## src/rtl/mem_port_arbiter_pkg.sv

```systemverilog
// Shared definitions for the memory port arbiter: FSM state encodings,
// requester indices and default RAM geometry.
package mem_port_arbiter_pkg;

  localparam int unsigned ADDR_W_DEF = 10;
  localparam int unsigned DATA_W_DEF = 16;

  // Read requester indices (bit positions in rd_req / rd_ack).
  localparam int unsigned REQ_FETCH = 0;
  localparam int unsigned REQ_DATA  = 1;

  typedef enum logic [1:0] {
    RD_IDLE  = 2'd0,
    RD_ISSUE = 2'd1,
    RD_WAIT  = 2'd2,
    RD_ACK   = 2'd3
  } rd_state_e;

  typedef enum logic {
    WR_IDLE  = 1'b0,
    WR_ISSUE = 1'b1
  } wr_state_e;

endpackage

```

## src/rtl/mem_port_arbiter_rr_arb2.sv

```systemverilog
// Two-input round-robin selector.
// Ports: clk, rst (sync, active-high), req[1:0] requests, grant (selection
// was taken this cycle), sel_c (combinational index of the selected requester).
// last_grant only moves when grant is asserted, so a deferred read keeps
// its place in the rotation.
module rr_arb2
  import mem_port_arbiter_pkg::*;
(
  input  logic       clk,
  input  logic       rst,
  input  logic [1:0] req,
  input  logic       grant,
  output logic       sel_c
);

  logic last_grant_q;
  logic last_grant_d;

  // Lone requester wins; on a tie the one not granted last wins.
  always_comb begin
    case (req)
      2'b01:   sel_c = 1'(REQ_FETCH);
      2'b10:   sel_c = 1'(REQ_DATA);
      default: sel_c = ~last_grant_q;
    endcase
    last_grant_d = last_grant_q;
    if (grant) begin
      last_grant_d = sel_c;
    end
  end

  // Reset points at the data requester so fetch wins the first tie.
  always_ff @(posedge clk) begin
    if (rst) begin
      last_grant_q <= 1'(REQ_DATA);
    end else begin
      last_grant_q <= last_grant_d;
    end
  end

endmodule

```

## src/rtl/mem_port_arbiter.sv

```systemverilog
// Arbitrates two read requesters (fetch, data load) onto RAM port B and one
// store requester onto RAM port A of a dual-port RAM with registered output.
// Ports: clka, rst (sync, active-high); rd_req/rd_addr0/rd_addr1 in,
// rd_ack/rd_data out; wr_req/wr_addr/wr_data in, wr_ack out;
// port A ena/wea/addra/dia out; port B enb/addrb out, dob in.
// Read and write FSMs run concurrently; a read to the address being written
// is held off until the write has landed.
module mem_port_arbiter
  import mem_port_arbiter_pkg::*;
#(
  parameter int unsigned ADDR_W = ADDR_W_DEF,
  parameter int unsigned DATA_W = DATA_W_DEF
) (
  input  logic              clka,
  input  logic              rst,
  input  logic [1:0]        rd_req,
  input  logic [ADDR_W-1:0] rd_addr0,
  input  logic [ADDR_W-1:0] rd_addr1,
  output logic [1:0]        rd_ack,
  output logic [DATA_W-1:0] rd_data,
  input  logic              wr_req,
  input  logic [ADDR_W-1:0] wr_addr,
  input  logic [DATA_W-1:0] wr_data,
  output logic              wr_ack,
  output logic              ena,
  output logic              wea,
  output logic [ADDR_W-1:0] addra,
  output logic [DATA_W-1:0] dia,
  output logic              enb,
  output logic [ADDR_W-1:0] addrb,
  input  logic [DATA_W-1:0] dob
);

  rd_state_e rd_state_q, rd_state_d;
  wr_state_e wr_state_q, wr_state_d;

  logic              rd_gnt_q, rd_gnt_d;
  logic [ADDR_W-1:0] addrb_q, addrb_d;
  logic              enb_q, enb_d;
  logic [1:0]        rd_ack_q, rd_ack_d;
  logic [DATA_W-1:0] rd_data_q, rd_data_d;
  logic [ADDR_W-1:0] addra_q, addra_d;
  logic [DATA_W-1:0] dia_q, dia_d;
  logic              ena_q, ena_d;
  logic              wea_q, wea_d;
  logic              wr_ack_q, wr_ack_d;

  logic              rd_sel_c;
  logic [ADDR_W-1:0] sel_addr;
  logic              wr_accept;
  logic              hazard;
  logic              rd_grant;

  rr_arb2 u_rr_arb2 (
    .clk   (clka),
    .rst   (rst),
    .req   (rd_req),
    .grant (rd_grant),
    .sel_c (rd_sel_c)
  );

  // Read-after-write hazard: selected read address matches a write being
  // accepted now or one still on port A.
  always_comb begin
    wr_accept = (wr_state_q == WR_IDLE) && wr_req;
    sel_addr  = rd_sel_c ? rd_addr1 : rd_addr0;
    hazard    = (wr_accept && (sel_addr == wr_addr)) ||
                ((wr_state_q == WR_ISSUE) && (sel_addr == addra_q));
    rd_grant  = (rd_state_q == RD_IDLE) && (|rd_req) && !hazard;
  end

  // Read FSM next state.
  always_comb begin
    rd_state_d = rd_state_q;
    case (rd_state_q)
      RD_IDLE:  if (rd_grant) rd_state_d = RD_ISSUE;
      RD_ISSUE: rd_state_d = RD_WAIT;
      RD_WAIT:  rd_state_d = RD_ACK;
      RD_ACK:   rd_state_d = RD_IDLE;
      default:  rd_state_d = RD_IDLE;
    endcase
  end

  // Read FSM outputs; enb and rd_ack are single-cycle pulses by default.
  always_comb begin
    rd_gnt_d  = rd_gnt_q;
    addrb_d   = addrb_q;
    enb_d     = 1'b0;
    rd_ack_d  = 2'b00;
    rd_data_d = rd_data_q;
    case (rd_state_q)
      RD_IDLE: begin
        if (rd_grant) begin
          rd_gnt_d = rd_sel_c;
          addrb_d  = sel_addr;
          enb_d    = 1'b1;
        end
      end
      RD_WAIT: begin
        rd_data_d = dob;
        rd_ack_d  = rd_gnt_q ? 2'b10 : 2'b01;
      end
      default: ;
    endcase
  end

  // Write FSM next state.
  always_comb begin
    wr_state_d = wr_state_q;
    if (wr_state_q == WR_IDLE) begin
      if (wr_req) wr_state_d = WR_ISSUE;
    end else begin
      wr_state_d = WR_IDLE;
    end
  end

  // Write FSM outputs.
  always_comb begin
    addra_d  = addra_q;
    dia_d    = dia_q;
    ena_d    = 1'b0;
    wea_d    = 1'b0;
    wr_ack_d = 1'b0;
    if (wr_state_q == WR_IDLE) begin
      if (wr_req) begin
        addra_d = wr_addr;
        dia_d   = wr_data;
        ena_d   = 1'b1;
        wea_d   = 1'b1;
      end
    end else begin
      wr_ack_d = 1'b1;
    end
  end

  // State and output registers.
  always_ff @(posedge clka) begin
    if (rst) begin
      rd_state_q <= RD_IDLE;
      wr_state_q <= WR_IDLE;
      rd_gnt_q   <= 1'b0;
      addrb_q    <= '0;
      enb_q      <= 1'b0;
      rd_ack_q   <= 2'b00;
      rd_data_q  <= '0;
      addra_q    <= '0;
      dia_q      <= '0;
      ena_q      <= 1'b0;
      wea_q      <= 1'b0;
      wr_ack_q   <= 1'b0;
    end else begin
      rd_state_q <= rd_state_d;
      wr_state_q <= wr_state_d;
      rd_gnt_q   <= rd_gnt_d;
      addrb_q    <= addrb_d;
      enb_q      <= enb_d;
      rd_ack_q   <= rd_ack_d;
      rd_data_q  <= rd_data_d;
      addra_q    <= addra_d;
      dia_q      <= dia_d;
      ena_q      <= ena_d;
      wea_q      <= wea_d;
      wr_ack_q   <= wr_ack_d;
    end
  end

  assign rd_ack  = rd_ack_q;
  assign rd_data = rd_data_q;
  assign wr_ack  = wr_ack_q;
  assign ena     = ena_q;
  assign wea     = wea_q;
  assign addra   = addra_q;
  assign dia     = dia_q;
  assign enb     = enb_q;
  assign addrb   = addrb_q;

endmodule

```

## config.mk

```make
export PLATFORM = sky130hd
export DESIGN_NAME = mem_port_arbiter
export DESIGN_NICKNAME = d
export VERILOG_FILES = /design/src/rtl/mem_port_arbiter_pkg.sv /design/src/rtl/mem_port_arbiter_rr_arb2.sv /design/src/rtl/mem_port_arbiter.sv
export SDC_FILE = /design/constraint.sdc
export NUM_CORES = 1
export LEC_CHECK = 0
export CAP_MARGIN = 20
export CORE_ASPECT_RATIO = 1.2
export CORE_UTILIZATION = 45
export DETAILED_ROUTE_END_ITERATION = 6
export GPL_TIMING_DRIVEN = 0
export PLACE_DENSITY = 0.86
export SETUP_SLACK_MARGIN = 0.02
export SYNTH_ARGS = -nofsm -noshare
export SYNTH_HDL_FRONTEND = slang
export SYNTH_HIERARCHICAL = 1
export SYNTH_SLANG_ARGS = --single-unit
```

## constraint.sdc

```tcl
create_clock -name clka -period 8.05 [get_ports clka]
set_input_delay 1.2075 -clock clka [delete_from_list [all_inputs] [get_ports clka]]
set_output_delay 1.2075 -clock clka [all_outputs]
set_load 0.1 [all_outputs]
```

# == Word level (Yosys, flattened, before mapping) ==
# Cells that the tools add are included.
# totals
ff_bits,61
inputBits,67
output_inout_bits,58
elab_cells,45
# classes
eq_ne,8
n_mux,8
n_bitwise,4
reduce_logical,14
# op_table
op,count
equality test 10 bit,2
2-to-1 mux 10 bit,1
one-hot mux 2 bit (4 select lines),1
OR reduction 2 bit,4
equality test 2 bit (second input constant),3
logical AND 1 bit,5
equality test 2 x 1 -> 1 bit (second input constant),2
2-to-1 mux 2 bit,2
NOT 1 bit,4
AND reduction 2 bit,2
2-to-1 mux 1 bit,3
logical NOT 2 bit,1
inequality test 2 bit (second input constant),1
one-hot mux 1 bit (2 select lines),1
logical NOT 1 bit,1
logical OR 1 bit,1

# == Logic depth before layout (Yosys ltp) ==
# Gate-level depths: netlist of run 1.
# logic_depth
depth_word,10
depth_mapped,14

# == By module ==
# Netlist of run 1, hierarchy kept.
# modules_own_cells
module,instances,cells_each,area_each_um2,seq_area_each_um2
mem_port_arbiter,1,277,2677.6,1201.2
rr_arb2,1,10,72.6,20.0

# == Worst setup path before layout of run 1 ==
# Ideal clock, no wire load.
# synth_timing
path_kind,input -> register
startpoint,input rd_req[0]
endpoint,register u_rr_arb2.last_grant_q
setup_ns,0.120
arrival_ns,3.657
required_time_ns,7.930
path_slack_ns,4.274
cell_stages,13
cell_sequence,inv_1 ha_1 inv_1 o21ai_0 buf_8 mux2i_2 xnor2_1 nor3_1 a31o_1 nor3_2 buf_6 nand2_1 a211o_1
# synth_between
elab_chain_cells,8
elab_cells_between_ends,13
classes_between,4 x eq/ne; 2 x mux; 7 x reduce/logical
# synth_lines
element,line,rtl
from (decl),mem_port_arbiter.sv:16,"input logic [1:0] rd_req,"
equality test 2 bit / equality test 2 x 1 -> 1 bit (equally long branches),mem_port_arbiter_rr_arb2.sv:21,case (req)
one-hot mux 1 bit (2 select lines) (*),mem_port_arbiter_rr_arb2.sv:21,
via rd_sel_c,mem_port_arbiter.sv:48,logic rd_sel_c;
2-to-1 mux 10 bit (*),mem_port_arbiter.sv:66,sel_addr = rd_sel_c ? rd_addr1 : rd_addr0;
equality test 10 bit (on tied branches),"mem_port_arbiter.sv:67, mem_port_arbiter.sv:68",
logical AND 1 bit (on tied branches),"mem_port_arbiter.sv:67, mem_port_arbiter.sv:68",
logical OR 1 bit (*),mem_port_arbiter.sv:67,hazard = (wr_accept && (sel_addr == wr_addr)) ||
logical NOT 1 bit (*),mem_port_arbiter.sv:69,rd_grant = (rd_state_q == RD_IDLE) && (|rd_req) && !hazard;
logical AND 1 bit (*),mem_port_arbiter.sv:69,
via rd_grant,mem_port_arbiter.sv:52,logic rd_grant;
to (signal assigned),mem_port_arbiter_rr_arb2.sv:35,last_grant_q <= 1'(REQ_DATA);
to (signal assigned),mem_port_arbiter_rr_arb2.sv:37,last_grant_q <= last_grant_d;
to (decl),mem_port_arbiter_rr_arb2.sv:16,logic last_grant_q;
# Mark *: on every way through the listed nets, which the timed path passes. The rest lies on a longest branch.
# A chain may end at the register's enable or synchronous reset.

# == Worst setup path in the final report of run 1 ==
# Same ends and word-level chain as after synthesis.

==> run_results.csv, run 1 <==
group,metric,value,unit
power,clockPowerShare,16.6,%
flow_run,maxCapViolations,0,
global_route,antenna_found_initial,0,
sta,fin_crit,4.22,ns
floorplan,die_y,87.6,µm
power,switchingPower,0.670,mW
setup_path,cp_cell_sequence,"clkdlybuf4s50_1, inv_1, ha_1, inv_1, o21ai_0, buf_8, mux2i_2, xnor2_1, nor3_1, a31o_1, nor3_2, buf_6, nand2_1, a211o_1",
global_route,grt_pass1_vias,2507,
detailed_routing,drt_wl_total,7.45,mm
placed_design,port_buffers,124,
setup_path,slowest_stage,"clkdlybuf4s50_1",
sta,skew,0.00623,ns
sta,worstMarginPinSlew,1.01,ns
clock_tree,cts.reportedPaths.clkPinSlew,0.06,ns
cells_and_area,drive_above_1_share,9.62,%
power,combPwrFrac,55.2,%
detailed_routing,drc,0,
sta,fmax,237,MHz
detailed_routing,avgRoutedWirePerCell,14.7,µm
clock_tree,clkSinkCount,61,
floorplan,start_util,47.6,%
detailed_routing,drt_iter0_drc,92,
logic_synthesis,synth-adder-area-share,1.82,%
logic_synthesis,syn_avg_cell_area,9.58,µm²
floorplan,io_pins,125,
detailed_routing,vias_per_cell,5.08,
floorplan,rows,30,
global_route,track_usage,23.6,%
placed_design,place.gp.congestion,0.891,
setup_path,crit_fanout,11,
cells_and_area,final_nets,493,
setup_path,worst_path_most_repeated_cell,"inv_1",
logic_synthesis,yosys.area.top_type_share,44.4,%
sta,worst_slack,3.83,ns
clock_tree,cts_tree,"yes",
power,leakagePower,1.52,nW
setup_path,worst-path-buf-inv,5,
sta,rsz0062_at_grt,"false",
placed_design,dp_slack,3.50,ns
logic_synthesis,synth_common_cells,"61 x dfxtp_1, 53 x nand2_1, 36 x a21oi_1",
logic_synthesis,syn_area,2750,µm²
detailed_routing,via_count,2569,
logic_synthesis,ys_seq_area_share,44.4,%
clock_tree,h-tree-depth,3,
setup_path,crit_required,8.28,ns
logic_synthesis,synth_compound_area_share,14.4,%
sta,finalCritPeriodShare,52.5,%
outcome,status,"complete, no violations",
logic_synthesis,ys.flop_type,"dfxtp_1",
setup_path,critPathMaxStageDelay,0.47,ns
power,switching_share,48.8,%
hold_path,hold_path_class,"flop to flop",
sta,drv_slew,0,
power,pwr-share-seq,28.1,%
power,finalPower,1.37,mW
placed_design,place_hpwl,5.77,mm
logic_synthesis,synth_most_common_cell,"dfxtp_1",
logic_synthesis,ys_top_cells_by_area,"dfxtp_1 44%, nand2_1 7.2%, a21oi_1 6.6%, mux2i_1 6.2%, mux2i_4 5.7%",
cells_and_area,diodes,0,
logic_synthesis,synth_warnings,6,
clock_tree,cts-root-buf,"clkbuf_8",
setup_path,cp_top_family,"buffers and inverters",
logic_synthesis,ys_seq_elements,61,
logic_synthesis,synth_cell_type_count,41,
logic_synthesis,synthMuxAreaShare,12.9,%
clock_tree,cts_setup_buffers,0,
floorplan,die_w,73.4,µm
floorplan,core,5780,µm²
floorplan,die_area,6430,µm²
sta,fin_setup_tns,0,ns
clock_tree,cts-resized-gates,0,
setup_path,cp-startpoint,"rd_req[0]",
setup_path,crit_path_start_kind,"input port",
power,p_int,0.704,mW
clock_tree,clockBufferDepth,2,
logic_synthesis,yosys.area.top_type,"dfxtp_1",
logic_synthesis,synth_fp_nets,358,
global_route,overflow,0,
hold_path,hp-start,"dia[4]$_SDFFE_PP0P_",
clock_tree,postCtsHoldBufs,0,
logic_synthesis,synth-xor-area-share,6.37,%
logic_synthesis,yosys.area_share.simple,15.7,%
detailed_routing,drtPass1Iterations,5,
setup_path,cp-end-kind,"flop",
clock_tree,cts_made_buffers,9,
sta,setup_viol,0,
cells_and_area,postLayoutCoreUtil,73.5,%
logic_synthesis,async_reset_ff_share,0,%
logic_synthesis,synth_edf_count,0,
setup_path,crit_arrival,4.45,ns
sta,final-hold-violation-count,0,
cells_and_area,area_delta_synth_final,54.5,%
setup_path,worstReg2RegStart,"u_rr_arb2/last_grant_q$_SDFFE_PP1P_",
sta,relSlewSlack,32.4,%
placed_design,dpl-instance-area,4090,µm²
global_route,grt_max_degree,12,
detailed_routing,drtAntennaViolNets,0,
setup_path,critPathKind,"input port to flop",
logic_synthesis,synth_top_family_by_area,"simple AND/OR/NAND/NOR gates",
global_route,grt_first_pass_wirelength,11.4,mm
cells_and_area,finalInstanceArea,4250,µm²
power,p_per_area,323,nW/µm²
clock_tree,clk-insertion-delay-late,0.33,ns
logic_synthesis,synth_cells,287,
power,ir_drop,0.229,mV
worst paths after layout:
| check | to | slack, ns | depth (start not counted) |
|---|---|---|---|
| worst max-delay path | u_rr_arb2/last_grant_q$_SDFFE_PP1P_ | 3.83 | 14 |
| worst min-delay path | dia[4]$_SDFFE_PP0P_ | 0.46 | 2 |
| worst min register to register | dia[4]$_SDFFE_PP0P_ | 0.46 | 2 |
| worst max register to register | u_rr_arb2/last_grant_q$_SDFFE_PP1P_ | 5.22 | 10 |
per-layer routing:
layer / global-route usage [%] / part of all wire [%] / up-vias
met5: 0 / 0 / -
met4: 11.7 / 2.1 / 0
met3: 6.90 / 7.2 / 17
met2: 42.8 / 51 / 98
met1: 24.8 / 40 / 1204
li1: - / - / 1250
sequential cells by signal, indices dropped and copies added, names as in the netlist:
| name | count |
|---|---|
| addra | 10 |
| dia | 16 |
| rd_ack | 2 |
| wr_ack | 1 |
| addrb | 10 |
| enb | 1 |
| rd_state_q | 2 |
| rd_data | 16 |
| rd_gnt_q | 1 |
| u_rr_arb2/last_grant_q | 1 |
| wea | 1 |
layout by cell type, fill, tap and decap left out, types with 3 or more instances in the layout:
master / n
clkdlybuf4s50_1: 124
dfxtp_1: 61
nand2_1: 53
a21oi_1: 36
nor2_1: 19
xnor2_1: 17
mux2i_1: 17
clkbuf_1: 11
clkbuf_8: 10
a211oi_2: 9
mux2i_4: 7
inv_1: 6
buf_1: 6
ha_1: 4
xor2_1: 3
nor4_1: 3
final cells by class:
type	count	area [µm²]
plain buffers	19	96.3
clock buffers	13	149
clock inverters	2	10.0
fillers	462	1530
inverters	6	22.5
multi-input cells	201	1410
flip-flops and latches	61	1220
well taps	80	100
repair buffers	124	1240
per-stage QoR:
step	std cells	hold WS [ns]
finish	506	0.456
global route	506	0.469
CTS	506	0.456
detailed placement	491	0.446
global placement	491	0.442
floorplan	287	0.413
worst reg2reg max path: cells and delay by family (launching register included):
kind | cells | cell delay, ns
AOI/OAI and AO/OA | 3 | 0.91
buffers and inverters | 2 | 0.47
and+or+nand+nor | 3 | 0.42
muxes | 1 | 0.40
DFF | 1 | 0.32
xor gates and xnor gates | 1 | 0.21
logic make-up after synthesis:
logic type,after synthesis
AO/OA/AOI/OAI,59
XOR/XNOR,20
adder cells (fa/ha/maj),4
buffers and inverters,25
flip-flops,61
multiplexers,26
AND/OR/NAND/NOR,92
power groups by stage:
stage	clock network [mW]	logic (mW)	registers (mW)
floorplan	0	0.246	0.727
global placement	0	0.746	0.390
detailed placement	0	0.760	0.393
CTS	0.233	0.761	0.387
global route	0.248	0.790	0.393
finish	0.228	0.759	0.387
Power figures use the tool's default switching activity.
==> run 2: changes to the inputs <==
--- a/config.mk
+++ b/config.mk
@@ -7,10 +7,10 @@
 export LEC_CHECK = 0
 export CAP_MARGIN = 20
 export CORE_ASPECT_RATIO = 1.2
-export CORE_UTILIZATION = 45
+export CORE_UTILIZATION = 42
 export DETAILED_ROUTE_END_ITERATION = 6
 export GPL_TIMING_DRIVEN = 0
-export PLACE_DENSITY = 0.86
+export PLACE_DENSITY = 0.81
 export SETUP_SLACK_MARGIN = 0.02
 export SYNTH_ARGS = -nofsm -noshare
 export SYNTH_HDL_FRONTEND = slang
==> constraint.sdc (replaced) <==
create_clock -name clka -period 4.2 [get_ports clka]
set_input_delay 0.63 -clock clka [delete_from_list [all_inputs] [get_ports clka]]
set_output_delay 0.63 -clock clka [all_outputs]
set_load 0.1 [all_outputs]
==> run_results.csv, run 2 (same netlist as run 1, synthesis figures left out) <==
group,metric,value,unit
clock_tree,clkSinkCount,61,
clock_tree,h-tree-depth,3,
clock_tree,cts_tree,"yes",
placed_design,port_buffers,124,
detailed_routing,drc,0,
cells_and_area,area_delta_synth_final,56.1,%
floorplan,rows,31,
floorplan,die_w,75.9,µm
placed_design,place.gp.congestion,0.921,
global_route,antenna_found_initial,0,
cells_and_area,final_nets,493,
global_route,grt_pass1_vias,2509,
detailed_routing,avgRoutedWirePerCell,14.5,µm
sta,fmax,273,MHz
sta,finalCritPeriodShare,87.2,%
cells_and_area,drive_above_1_share,10.3,%
clock_tree,clockBufferDepth,2,
clock_tree,cts-root-buf,"clkbuf_8",
detailed_routing,drt_wl_total,7.38,mm
detailed_routing,via_count,2533,
setup_path,cp-end-kind,"flop",
detailed_routing,drtAntennaViolNets,0,
detailed_routing,vias_per_cell,4.99,
power,ir_drop,0.372,mV
sta,skew,0.00718,ns
sta,rsz0062_at_grt,"false",
cells_and_area,postLayoutCoreUtil,69.6,%
flow_run,maxCapViolations,0,
sta,fin_setup_tns,0,ns
clock_tree,postCtsHoldBufs,0,
power,leakagePower,1.54,nW
floorplan,die_y,90.6,µm
cells_and_area,finalInstanceArea,4290,µm²
setup_path,crit_required,4.43,ns
sta,setup_viol,0,
power,p_per_area,633,nW/µm²
cells_and_area,final_cells,508,
cells_and_area,diodes,0,
global_route,overflow,0,
sta,relSlewSlack,32.9,%
cells_and_area,final_cell_mix,"124 x clkdlybuf4s50_1, 61 x dfxtp_1, 53 x nand2_1",
sta,worst_slack,0.537,ns
placed_design,dp.cells,493,
sta,final-hold-violation-count,0,
cells_and_area,layout_commonest_cell,"clkdlybuf4s50_1",
clock_tree,cts.reportedPaths.clkPinSlew,0.07,ns
sta,fin_crit,3.66,ns
placed_design,place_hpwl,5.54,mm
sta,drv_slew,0,
clock_tree,cts_made_buffers,9,
setup_path,crit_fanout,11,
placed_design,dp_slack,0.193,ns
placed_design,dpl-instance-area,4090,µm²
clock_tree,cts_setup_buffers,0,
global_route,track_usage,22.4,%
detailed_routing,drtPass1Iterations,4,
floorplan,start_util,44.6,%
detailed_routing,drt_iter0_drc,129,
clock_tree,cts-resized-gates,0,
outcome,status,"complete, no violations",
global_route,grt_first_pass_wirelength,11.7,mm
setup_path,crit_arrival,3.89,ns
floorplan,io_pins,125,
setup_path,crit_path_start_kind,"input port",
setup_path,critPathKind,"input port to flop",
floorplan,die_area,6880,µm²
global_route,grt_max_degree,12,
floorplan,core,6170,µm²
hold_path,hold_path_class,"flop to flop",
clock_tree,clk-insertion-delay-late,0.33,ns
sta,worstMarginPinSlew,1.00,ns
==> run 2: cell count changes in the layout (fill, tap and decap cells not counted) <==
cell | previous run | this run
clkbuf_1 | 11 | 8
bufinv_16 | 0 | 1
clkbuf_8 | 10 | 11
clkinvlp_4 | 0 | 1
==> run 2: final cells by class <==
cell class              count  area [µm²]
plain buffers              19        96.3
clock buffers              11         151
clock inverters             4        47.5
fillers                   493        1870
inverters                   6        22.5
multi-input cells         201        1410
flip-flops and latches     61        1220
well taps                  82         103
repair buffers            124        1240
==> run 2: path summary, 6_finish.rpt <==
path / start / to / slack (ns) / depth (start not counted)
min: dia[12]$_SDFFE_PP0P_ / dia[12]$_SDFFE_PP0P_ / 0.45 / 2
max reg2reg: u_rr_arb2/last_grant_q$_SDFFE_PP1P_ / u_rr_arb2/last_grant_q$_SDFFE_PP1P_ / 1.34 / 10
max: rd_req[0] / u_rr_arb2/last_grant_q$_SDFFE_PP1P_ / 0.54 / 14
min reg2reg: dia[12]$_SDFFE_PP0P_ / dia[12]$_SDFFE_PP0P_ / 0.45 / 2
==> run 2: worst max-delay path: stages <==
cell	delay, ns
clkdlybuf4s50_1	0.47
inv_1	0.04
ha_1	0.30
inv_1	0.04
o21ai_0	0.39
buf_8	0.27
mux2i_2	0.39
xnor2_1	0.20
nor3_1	0.09
a31o_1	0.25
nor3_2	0.25
buf_6	0.21
nand2_1	0.06
a211o_1	0.28
==> run 2: power breakdown <==
part / total, mW / internal (mW) / switching, mW
sequential: 0.740 / 0.686 / 0.0543
clock: 0.524 / 0.301 / 0.223
combinational: 1.45 / 0.438 / 1.02
total: 2.72 / 1.42 / 1.29
==> run 2: layer usage <==
metal | GRT usage [%] | up-vias | part of all wire, %
li1 | - | 1248 | -
met1 | 25.5 | 1172 | 40
met2 | 38.3 | 99 | 50
met3 | 6.25 | 14 | 7.8
met4 | 8.95 | 0 | 1.9
met5 | 0 | - | 0
==> run 2: stage by stage <==
stage,power [mW],hold WS [ns]
3_3_place_gp,2.18,0.441
4_1_cts,2.73,0.458
6_report,2.72,0.454
5_1_grt,2.84,0.477
2_1_floorplan,1.87,0.413
3_5_place_dp,2.20,0.449
